### src/rtl/uart_receive_if.sv
// uart_receive_if
// Bus-side signal bundle between the UART receiver and its consumer.
//   receive_read_en    consumer -> receiver : one-cycle acknowledge of the held byte
//   receive_read_line  receiver -> consumer : last completed byte
//   rda                receiver -> consumer : receive data available
//   framing_err        receiver -> consumer : held byte's stop bit was sampled low
//   overrun            receiver -> consumer : a byte completed while rda was still set
// Modport master is the receiver side, modport slave is the consumer side.
interface uart_receive_if;
    logic       receive_read_en;
    logic [7:0] receive_read_line;
    logic       rda;
    logic       framing_err;
    logic       overrun;

    modport master (
        input  receive_read_en,
        output receive_read_line,
        output rda,
        output framing_err,
        output overrun
    );

    modport slave (
        output receive_read_en,
        input  receive_read_line,
        input  rda,
        input  framing_err,
        input  overrun
    );
endinterface

### src/rtl/uart_receive.sv
// uart_receive
// 8N1 serial receiver driven by a 16x oversample strobe. The asynchronous
// rxd line is synchronised, a falling edge starts a frame, the start bit is
// re-checked at mid-bit, eight data bits are sampled LSB first at mid-bit and
// the stop bit is sampled 16 strobes later. Each completed byte is held on the
// bus together with data-available, framing-error and overrun flags.
// Ports:
//   clk           system clock
//   rst_n         asynchronous active-low reset
//   receive_baud  one-clk strobe at 16x the bit rate
//   rxd           serial input, idle high, asynchronous to clk
//   bus           uart_receive_if.master (read_en in; byte and flags out)
module uart_receive (
    input  logic          clk,
    input  logic          rst_n,
    input  logic          receive_baud,
    input  logic          rxd,
    uart_receive_if.master bus
);

    typedef enum logic [1:0] {
        IDLE  = 2'd0,
        START = 2'd1,
        DATA  = 2'd2,
        STOP  = 2'd3
    } state_t;

    state_t     state_r;
    state_t     state_s;

    logic       rxd_s1;
    logic       rxd_sync;
    logic       rxd_prev;
    logic       fall_s;

    logic [3:0] os_cnt;
    logic [3:0] os_cnt_s;
    logic [2:0] bit_cnt;
    logic [2:0] bit_cnt_s;
    logic [7:0] rx_shft;
    logic [7:0] rx_shft_s;
    logic       complete_s;

    logic [7:0] read_line_r;
    logic [7:0] read_line_s;
    logic       rda_r;
    logic       rda_s;
    logic       framing_err_r;
    logic       framing_err_s;
    logic       overrun_r;
    logic       overrun_s;

    // Start edge: line was high one cycle ago and is low now.
    assign fall_s = rxd_prev & ~rxd_sync;

    // Two-flop synchroniser plus edge-history flop, all idle-high.
    always_ff @(posedge clk or negedge rst_n) begin
        if (!rst_n) begin
            rxd_s1   <= 1'b1;
            rxd_sync <= 1'b1;
            rxd_prev <= 1'b1;
        end else begin
            rxd_s1   <= rxd;
            rxd_sync <= rxd_s1;
            rxd_prev <= rxd_sync;
        end
    end

    // FSM state, oversample/bit counters and shift register.
    always_ff @(posedge clk or negedge rst_n) begin
        if (!rst_n) begin
            state_r <= IDLE;
            os_cnt  <= 4'd0;
            bit_cnt <= 3'd0;
            rx_shft <= 8'h00;
        end else begin
            state_r <= state_s;
            os_cnt  <= os_cnt_s;
            bit_cnt <= bit_cnt_s;
            rx_shft <= rx_shft_s;
        end
    end

    // Next-state logic: frame tracking on oversample strobes.
    always_comb begin
        state_s    = state_r;
        os_cnt_s   = os_cnt;
        bit_cnt_s  = bit_cnt;
        rx_shft_s  = rx_shft;
        complete_s = 1'b0;
        case (state_r)
            IDLE: begin
                // Strobes are ignored here; an edge wins even if a strobe
                // coincides, so the count restarts cleanly at zero.
                if (fall_s) begin
                    os_cnt_s = 4'd0;
                    state_s  = START;
                end else begin
                    state_s  = IDLE;
                end
            end
            START: begin
                if (receive_baud) begin
                    if (os_cnt == 4'd7) begin
                        // Mid start bit: still low means a real start.
                        if (!rxd_sync) begin
                            os_cnt_s  = 4'd0;
                            bit_cnt_s = 3'd0;
                            state_s   = DATA;
                        end else begin
                            state_s   = IDLE;
                        end
                    end else begin
                        os_cnt_s = os_cnt + 4'd1;
                    end
                end else begin
                    state_s = START;
                end
            end
            DATA: begin
                if (receive_baud) begin
                    os_cnt_s = os_cnt + 4'd1;
                    if (os_cnt == 4'd15) begin
                        rx_shft_s = {rxd_sync, rx_shft[7:1]};
                        bit_cnt_s = bit_cnt + 3'd1;
                        if (bit_cnt == 3'd7) begin
                            state_s = STOP;
                        end else begin
                            state_s = DATA;
                        end
                    end else begin
                        state_s = DATA;
                    end
                end else begin
                    state_s = DATA;
                end
            end
            STOP: begin
                if (receive_baud) begin
                    os_cnt_s = os_cnt + 4'd1;
                    if (os_cnt == 4'd15) begin
                        complete_s = 1'b1;
                        state_s    = IDLE;
                    end else begin
                        state_s    = STOP;
                    end
                end else begin
                    state_s = STOP;
                end
            end
            default: begin
                state_s = IDLE;
            end
        endcase
    end

    // Next values of the held byte and flags; completion beats a same-cycle read.
    always_comb begin
        read_line_s   = read_line_r;
        rda_s         = rda_r;
        framing_err_s = framing_err_r;
        overrun_s     = overrun_r;
        if (complete_s) begin
            read_line_s   = rx_shft;
            rda_s         = 1'b1;
            framing_err_s = ~rxd_sync;
            if (rda_r && !bus.receive_read_en) begin
                overrun_s = 1'b1;
            end else begin
                overrun_s = overrun_r;
            end
        end else if (bus.receive_read_en) begin
            rda_s     = 1'b0;
            overrun_s = 1'b0;
        end else begin
            rda_s     = rda_r;
            overrun_s = overrun_r;
        end
    end

    // Registered bus outputs.
    always_ff @(posedge clk or negedge rst_n) begin
        if (!rst_n) begin
            read_line_r   <= 8'h00;
            rda_r         <= 1'b0;
            framing_err_r <= 1'b0;
            overrun_r     <= 1'b0;
        end else begin
            read_line_r   <= read_line_s;
            rda_r         <= rda_s;
            framing_err_r <= framing_err_s;
            overrun_r     <= overrun_s;
        end
    end

    assign bus.receive_read_line = read_line_r;
    assign bus.rda               = rda_r;
    assign bus.framing_err       = framing_err_r;
    assign bus.overrun           = overrun_r;

endmodule

### src/flat_wrapper.sv
// flat-port wrapper written by rule: the top's interface ports become plain ports
module uart_receive_flat 
  (clk, rst_n, receive_baud, rxd, bus_receive_read_en, bus_receive_read_line, bus_rda, bus_framing_err, bus_overrun);
  uart_receive_if bus_i ();
  input  logic clk;
  input  logic rst_n;
  input  logic receive_baud;
  input  logic rxd;
  input wire logic [$bits(bus_i.receive_read_en)-1:0] bus_receive_read_en;
  output wire logic [$bits(bus_i.receive_read_line)-1:0] bus_receive_read_line;
  output wire logic [$bits(bus_i.rda)-1:0] bus_rda;
  output wire logic [$bits(bus_i.framing_err)-1:0] bus_framing_err;
  output wire logic [$bits(bus_i.overrun)-1:0] bus_overrun;
  assign bus_i.receive_read_en = bus_receive_read_en;
  assign bus_receive_read_line = bus_i.receive_read_line;
  assign bus_rda = bus_i.rda;
  assign bus_framing_err = bus_i.framing_err;
  assign bus_overrun = bus_i.overrun;
  uart_receive u_core (.clk(clk), .rst_n(rst_n), .receive_baud(receive_baud), .rxd(rxd), .bus(bus_i));
endmodule
### config.mk
export PLATFORM = sky130hd
export DESIGN_NAME = uart_receive_flat
export DESIGN_NICKNAME = d
export VERILOG_FILES = /design/src/rtl/uart_receive_if.sv /design/src/rtl/uart_receive.sv /design/src/flat_wrapper.sv
export SDC_FILE = /design/constraint.sdc
export NUM_CORES = 1
export LEC_CHECK = 0
export BUFFER_PORTS_ARGS = -buffer_cell sky130_fd_sc_hd__buf_4
export CAP_MARGIN = 40
export CORE_MARGIN = 5
export CORE_UTILIZATION = 38
export DETAILED_ROUTE_END_ITERATION = 6
export SYNTH_ARGS = -nofsm -noshare
export SYNTH_HDL_FRONTEND = slang
export SYNTH_SLANG_ARGS = --single-unit
### constraint.sdc
create_clock -name clk -period 4.79 [get_ports clk]
set_input_delay 0.7185 -clock clk [delete_from_list [all_inputs] [get_ports clk]]
set_output_delay 0.7185 -clock clk [all_outputs]
set_load 0.05 [all_outputs]
==> results of run 1 <==
power by group:
| part | switching [mW] | internal (mW) | leakage, nW | total, mW |
|---|---|---|---|---|
| clock network | 0.0910 | 0.112 | 0.0470 | 0.203 |
| registers | 0.0600 | 0.289 | 0.414 | 0.349 |
| logic | 0.0684 | 0.0677 | 0.333 | 0.136 |
state kept, by name, indices dropped and copies added, names as in the netlist:
| name | flops |
|---|---|
| u_core.bus.receive_read_line | 8 |
| u_core.rx_shft | 8 |
| u_core.os_cnt | 4 |
| u_core.bit_cnt | 3 |
| u_core.state_r | 2 |
| u_core.bus.framing_err | 1 |
| u_core.bus.overrun | 1 |
| u_core.bus.rda | 1 |
| u_core.rxd_prev | 1 |
| u_core.rxd_s1 | 1 |
| u_core.rxd_sync | 1 |
layout make-up:
cell class,instances,area [sq um]
timing repair buffer,15,113
multi-input combinational,87,581
inverter,1,3.75
fill,348,2040
clock inverter,1,5.00
sequential,31,779
clock buffer,6,82.6
tap,48,60.1
per-stage QoR:
step,cell area [sq um],instances,hold WS [ns],power (mW),setup slack (ns)
floorplan,1430,125,0.345,0.486,3.15
global placement,1540,182,0.348,0.486,2.92
detailed placement,1540,182,0.347,0.491,2.86
CTS,1620,189,0.355,0.698,2.85
global route,1620,189,0.365,0.732,2.75
finish,1620,189,0.355,0.688,2.86
synth_stat cells:
cell	n	area share, %
nand2_1	32	8.4
dfrtp_1	28	49
mux2_2	9	7.1
nor2_1	7	1.8
a21oi_1	5	1.8
o21ai_0	5	1.8
dfstp_2	3	5.5
ha_1	3	2.6
a22o_1	2	1.2
a311o_1	2	1.4
buf_4	2	1.1
buf_6	2	1.6
clkbuf_8	2	1.9
nand3_1	2	0.70
o21ai_1	2	0.70
a211o_1	1	0.61
a21boi_0	1	0.53
a221oi_4	1	1.8
and2_2	1	0.53
and3_2	1	0.53
and4_1	1	0.61
inv_1	1	0.26
nand2_2	1	0.44
nand4b_2	1	1.1
nor3_1	1	0.35
nor3_2	1	0.70
nor3b_1	1	0.53
nor4_1	1	0.44
nor4b_1	1	0.61
nor4b_4	1	1.7
o311ai_0	1	0.61
o31ai_2	1	0.88
or2_2	1	0.44
or3_4	1	0.79
worst max-delay path, stage by stage (launching register included):
cell     delay [ns]
dfrtp_1        0.63
nand2_2        0.13
nor2_1         0.13
and4_1         0.52
mux2_2         0.39
path summary, 6_finish.rpt:
| kind | start | endpoint | slack (ns) | cells after the start |
|---|---|---|---|---|
| worst max register to register | u_core.state_r[1] | u_core.rx_shft[5] | 2.86 | 4 |
| worst max-delay path | u_core.state_r[1] | u_core.rx_shft[5] | 2.86 | 4 |
| max in group asynchronous | rst_n | u_core.rxd_prev | 4.11 | 1 |
| worst min register to register | u_core.rxd_s1 | u_core.rxd_sync | 0.35 | 0 |
| worst min-delay path | u_core.rxd_s1 | u_core.rxd_sync | 0.35 | 0 |
| min in group asynchronous | rst_n | u_core.os_cnt[3] | 0.36 | 1 |
per-layer routing:
metal / GRT usage [%] / vias to the layer above
met5: 0 / -
met4: 7.52 / 0
met3: 3.51 / 5
met2: 16.6 / 20
met1: 13.5 / 461
li1: - / 466
logic make-up after synthesis:
kind of cell | count (synthesis) | share of synthesized area, %
AOI/OAI and AO/OA | 21 | 11.3
and+or+nand+nor | 54 | 19.6
adders and majority gates | 3 | 2.63
DFF | 31 | 54.6
muxes | 9 | 7.09
buffers and inverters | 7 | 4.82
==> flow_summary.ini, run 1 <==
[cts]
root_buffer = clkbuf_8
cts_sinks = 31
numCtsBuffers = 5
clkTransAtPathRegs_ns = 0.06
postCtsSetupBuffers = 0
cts_hold_buf = 0
clock_latency_ns = 0.28
cts_tree = built
cts-htree-levels = 2
clock_path_buffers = 2
cts-resized-gates = 0

[global_routing]
grt_pass1_vias = 979
grt_max_degree = 32
antenna_found_initial = 0
grt_pass1_wl_um = 4400
grt.overflow.total = 0
grt_use_total_pct = 11.1

[timing]
fin_skew_ns = 0.00754
final_hold_viol_count = 0
tns_ns = 0
tightest_slew_ns = 0.688
setup_viol = 0
post-route-min-period_ns = 1.93
max-slew-margin-rel_pct = 53.9
fmax_mhz = 519
rsz0062_at_grt = false
slew_viol_final = 0
period_share_pct = 40.2

[power]
power_density_nw_per_um2 = 424
vdd_ir_drop_max_uv = 193
leakage_nw = 0.794

[layout]
final_common_cell = nand2_1
drive_gt1_share_pct = 31.2
fin_util_pct = 44.4
antenna_cells = 0
mostFrequentLayoutCells = 32 x nand2_1, 28 x dfrtp_1, 15 x buf_4
nets = 149
area_growth_pct = 13.7

[floorplan]
initial_utilization_pct = 39.0
num_rows = 22
io_pins = 16
coreArea_sq_um = 3660
die-area_sq_um = 5090
die_x_um = 71.3
fp.dieH_um = 71.3

[logic_synthesis]
syn_area_sq_um = 1430
ys_ff_latch = 31
syn_area_per_cell_sq_um = 11.4
yosys_warnings = 0
synth.distinct_cells = 34
synthesis.nets = 133
syn_inst = 125
yosysSeqAreaShare_pct = 54.6

[route]
antenna_left = 0
num_vias = 952
drt_pass1_iterations = 4
drtIter0Drc = 85
met2WireLength_um = 1120
wl_per_cell_um = 13.1
highest_layer = met4
drc_errors = 0
wl_met3_um = 170
vias_per_cell = 5.04
m1WireLength_um = 1140
routed_wl_um = 2470

[placed_design]
dp_hpwl_um = 1720
io_buffers = 15
gp_congestion = 0.812

[setup_path]
criticalPathCategory = flop to flop
end_kind = flop
cp.arrival_ns = 2.09
cp_data_required_time_ns = 4.95
critPathLaunchType = flop
cp_max_fo = 12

[run_status]
outcome = completed

[run]
maxCapViolations = 0

[min_path]
hold_path.class = flop to flop
No activity file was read; power rests on OpenSTA's default activity.
==> run 2, diff against run 1 <==
- ABC_AREA: default -> 1
- clock period: 4.79 -> 1.9 ns (I/O delays scaled with it)
==> flow_summary.ini, run 2 <==
[run_status]
outcome = completed

[floorplan]
initial_utilization_pct = 40.2
io_pins = 16
die-area_sq_um = 5320
fp.dieH_um = 72.9
die_x_um = 72.9
num_rows = 22
coreArea_sq_um = 3740

[timing]
setup_viol = 0
fmax_mhz = 666
rsz0062_at_grt = false
tns_ns = 0
postLayoutSetupSlackWorst_ns = 0.398
tightest_slew_ns = 0.520
max-slew-margin-rel_pct = 65.3
final_hold_viol_count = 0
whs_ns = 0.110
slew_viol_final = 0
post-route-min-period_ns = 1.50
period_share_pct = 79.0
fin_skew_ns = 0.00541

[power]
leakage_nw = 0.902
vdd_ir_drop_max_uv = 654
power_density_nw_per_um2 = 1070

[logic_synthesis]
yosysSeqAreaShare_pct = 51.8
yosysTopAreaCell = dfrtp_1
syn_area_per_cell_sq_um = 9.12
syn_inst = 165
async_reset_ff_share_pct = 100
ys_ff_latch = 31
synthesis.nets = 173
post-synth-top-count-cell = nand2_1
syn_area_sq_um = 1510
synth_edf_count = 0
synth.distinct_cells = 22
synthTopCellsByCount = 44 x nand2_1, 28 x dfrtp_1, 19 x inv_1, 11 x nand2_2, 11 x o21ai_2
yosys_warnings = 0
ys.flop_type = dfrtp_1
synth_area_leaders = dfrtp_1 47%, nand2_1 11%, o21ai_2 6.4%
synth_top_area_share_pct = 46.6

[setup_path]
ff2ff_setup_slack_ns = 0.40
critPathLaunchType = flop
slowest_stage = dfrtp_1
cp_top_family = flip-flops
max_stage_delay_ns = 0.39
reg2reg_to = u_core.bus.rda
criticalPathCategory = flop to flop
timing.rr.start = u_core.os_cnt[0]
end_kind = flop
path_depth = 5
ff2ff_path_depth = 5
crit_chain = ha_1, nand4_2, nor2_2, inv_2, nand2_1
cp_data_required_time_ns = 2.05
crit_buf_inv = 1
cp.arrival_ns = 1.65
cp_max_fo = 20

[placed_design]
numPlacedInstances = 224
pre_cts_slack_ns = 0.376
dp_hpwl_um = 1780
io_buffers = 15
gp_congestion = 0.837

[global_routing]
grt_max_degree = 32
antenna_found_initial = 0
grt.overflow.total = 0
grt_pass1_vias = 1071
grt_use_total_pct = 11.5
grt_pass1_wl_um = 4710

[route]
antenna_left = 0
drtIter0Drc = 70
drt_pass1_iterations = 4
num_vias = 1088
vias_per_cell = 4.67
wl_per_cell_um = 11.0
routed_wl_um = 2560
drc_errors = 0

[cts]
cts_tree = built
cts_sinks = 31
clkTransAtPathRegs_ns = 0.06
cts-htree-levels = 2
root_buffer = clkbuf_8
numCtsBuffers = 5
clock_latency_ns = 0.28
clock_path_buffers = 2
postCtsSetupBuffers = 0

[layout]
area_growth_pct = 17.0
antenna_cells = 0
fin_cells = 233
final_common_cell = nand2_1
fin_util_pct = 47.0
drive_gt1_share_pct = 30.8
nets = 192
mostFrequentLayoutCells = 44 x nand2_1, 28 x dfrtp_1, 19 x inv_1

[min_path]
holdPathEnd = u_core.rxd_s1
hold_depth = 1
hp-start = rxd
hold_path.class = primary input to flop

[run]
maxCapViolations = 0
## run 2: changes by cell type in the layout (fill, tap and decap cells not counted), moves of 3 or more
cell,before,now
inv_1,1,19
o21ai_2,0,11
nand2_2,1,11
nand2_1,32,44
mux2_2,9,0
nand3_1,2,10
a21oi_1,5,2
## run 2: cell type report
type	count	area (sq um)
Fill cell	389	1980
Sequential cell	31	779
Multi-Input combinational cell	109	602
Timing Repair Buffer	16	123
Clock buffer	6	82.6
Inverter	21	78.8
Tap cell	48	60.1
Clock inverter	2	35.0
## run 2: logic make-up after synthesis
logic type	synth area share, %
compound gates	11.6
fa+ha+maj	2.49
flops	51.8
simple gates	25.4
xor+xnor	0.582
buf+inv	8.23
## run 2: report_power, final
part           total (mW)  internal (mW)  switching (mW)
clock network       0.667          0.424           0.244
registers           0.821          0.728          0.0925
logic               0.402          0.139           0.262
total                1.89           1.29           0.598
## run 2: worst register-to-register path: stages (launching register included)
cell	delay, ns
dfrtp_1	0.39
ha_1	0.26
nand4_2	0.16
nor2_2	0.06
inv_2	0.39
nand2_1	0.11
## run 2: timing repair
item / CTS / global route
hold buffers: 1 / 0
hold endpoints to repair: 28 / 0
resized for setup: 0 / 0
## run 2: worst max-delay path by stage
stage,from,end,slack [ns]
floorplan,u_core.os_cnt[0],u_core.os_cnt[3],0.62
global placement,u_core.os_cnt[1],u_core.state_r[0],0.43
detailed placement,u_core.os_cnt[0],u_core.bus.receive_read_line[6],0.38
CTS,u_core.os_cnt[0],u_core.bus.receive_read_line[6],0.36
global route,u_core.os_cnt[0],u_core.state_r[0],0.23
finish,u_core.os_cnt[0],u_core.bus.rda,0.40
## run 2: stage by stage
stage	power, mW	instance area (sq um)
after global routing	2.02	1760
after detailed placement	1.24	1630
final	1.89	1760
after CTS	1.91	1760
after global placement	1.23	1630
after floorplan	1.16	1510
## run 2: per-layer routing
layer  part of all wire [%]  vias to the layer above  global-route usage [%]  wire length, um
li1                       -                      556                       -                -
met1                     48                      498                    14.4             1230
met2                     45                       29                    17.4             1150
met3                    5.2                        5                    3.44              132
met4                    2.2                        0                    6.76               55
met5                      0                        -                       0                0
==> run 3, diff against run 2 <==
- ABC_AREA: 1 -> 0
- clock period: 1.9 -> 1.5 ns (I/O delays scaled with it)
==> flow_summary.ini, run 3 (synthesis results as in run 1) <==
[placed_design]
gp_congestion = 0.835
dp_hpwl_um = 1910
io_buffers = 15

[cts]
clock_latency_ns = 0.27
root_buffer = clkbuf_8
clkTransAtPathRegs_ns = 0.06
cts-htree-levels = 2
cts_sinks = 31
clock_path_buffers = 2
cts_tree = built
numCtsBuffers = 5

[setup_path]
ff2ff_setup_slack_ns = -0.01
end_kind = flop
cp.arrival_ns = 1.67
reg2reg_to = u_core.os_cnt[2]
cp_max_fo = 4
timing.rr.start = u_core.rxd_sync
cp_data_required_time_ns = 1.66
ff2ff_path_depth = 5
criticalPathCategory = flop to flop
critPathLaunchType = flop

[route]
vias_per_cell = 4.97
antenna_left = 0
drtIter0Drc = 34
drt_pass1_iterations = 4
wl_per_cell_um = 13.1
drc_errors = 0
num_vias = 1029
routed_wl_um = 2720

[global_routing]
grt_use_met1_pct = 14.9
antenna_found_initial = 0
grtUsageMet3_pct = 3.09
grt_pass1_vias = 1046
groute.layer.met2.usage_pct = 19.1
top_usage_layer = met2
grt_max_degree = 32
grt_pass1_wl_um = 4820
grt.overflow.total = 0
grt_use_total_pct = 11.8

[power]
power_density_nw_per_um2 = 1350
vdd_ir_drop_max_uv = 864
power.total_mw = 2.47
leakage_nw = 0.898

[layout]
drive_gt1_share_pct = 44.0
seqCellArea_sq_um = 781
num-fill-cells = 328
multi_input_area_sq_um = 628
mostFrequentLayoutCells = 29 x nand2_1, 29 x buf_4, 27 x dfrtp_1
antenna_cells = 0
area_growth_pct = 28.1
fin_util_pct = 50.0
nets = 167

[timing]
tightest_slew_ns = 0.384
max-slew-margin-rel_pct = 74.4
setup_viol = 5
post-route-min-period_ns = 1.51
slew_viol_final = 0
final_hold_viol_count = 0
fmax_mhz = 662
rsz0062_at_grt = true
period_share_pct = 101
fin_skew_ns = 0.00813
postLayoutSetupSlackWorst_ns = -0.0114

[floorplan]
initial_utilization_pct = 39.0
coreArea_sq_um = 3660
die_x_um = 71.3
num_rows = 22
fp.dieH_um = 71.3
die-area_sq_um = 5090
io_pins = 16

[min_path]
hold_depth = 1
hp-start = rxd
hold_path.class = primary input to flop
holdPathEnd = u_core.rxd_s1

[run_status]
violations = negative setup slack
outcome = finished, violations left

[run]
maxCapViolations = 0
==> run 3: cell count changes in the layout (fill, tap and decap cells not counted), moves of 3 or more <==
cell     previous run  this run
inv_1              19         1
nand2_1            44        29
buf_4              15        29
o21ai_2            11         1
mux2_2              0         9
nand3_1            10         2
nand2_2            11         4
o21ai_0             7         2
a21oi_1             2         5
nor2_1              9         6
==> run 3: layout make-up <==
| type | count | area share, % |
|---|---|---|
| inverter | 1 | 0.205 |
| multi-input combinational | 87 | 34.3 |
| sequential | 31 | 42.7 |
| clock inverter | 1 | 0.273 |
| clock buffer | 6 | 4.51 |
| timing repair buffer | 33 | 14.8 |
| tap | 48 | 3.28 |
==> run 3: what timing repair did <==
action,CTS,global route
endpoints found under the setup margin,12,20
buffers inserted,2,2
resized for setup,6,10
hold buffers,1,0
endpoints found under the hold margin,28,0
pin swaps,3,3
==> run 3: layer usage <==
layer,up-vias,part of all wire (%)
met4,0,1.1
met2,17,52
li1,502,-
met5,-,0
met1,506,43
met3,4,3.7
==> run 3: critical path: stages, from the launching register on <==
cell and delay [ns]:
dfstp_2 0.55, buf_6 0.10, nand4b_4 0.11, a221oi_4 0.32, nor4b_2 0.09, a211o_1 0.23
==> run 3: per-stage QoR <==
stage / setup TNS (ns) / instances / hold WS, ns / setup slack [ns] / cell area [sq um]
6_report: -0.0389 / 207 / 0.0595 / -0.0114 / 1830
5_1_grt: -0.952 / 207 / 0.0418 / -0.103 / 1830
4_1_cts: -0.112 / 205 / 0.0468 / -0.0795 / 1790
3_5_place_dp: -0.161 / 195 / 0.181 / -0.0749 / 1650
3_3_place_gp: -0.182 / 195 / 0.175 / -0.0804 / 1650
2_1_floorplan: 0 / 125 / -0.0706 / 0.0107 / 1430
==> run 3: how the worst max path moves through the flow <==
stage                           start                 to  slack [ns]  depth (start not counted)
finish                u_core.rxd_sync   u_core.os_cnt[2]       -0.01                          5
global route          u_core.rxd_sync   u_core.os_cnt[3]       -0.10                          5
floorplan            u_core.os_cnt[3]  u_core.rx_shft[2]        0.01                          6
detailed placement  u_core.state_r[0]   u_core.os_cnt[3]       -0.07                          4
CTS                   u_core.rxd_sync   u_core.os_cnt[3]       -0.08                          5
global placement    u_core.state_r[0]   u_core.os_cnt[3]       -0.08                          4
==> run 3: power breakdown <==
part / internal, mW / leakage [nW] / switching [mW]
combinational: 0.390 / 0.438 / 0.394
sequential: 0.926 / 0.413 / 0.120
clock: 0.359 / 0.0470 / 0.282
total: 1.68 / 0.898 / 0.796
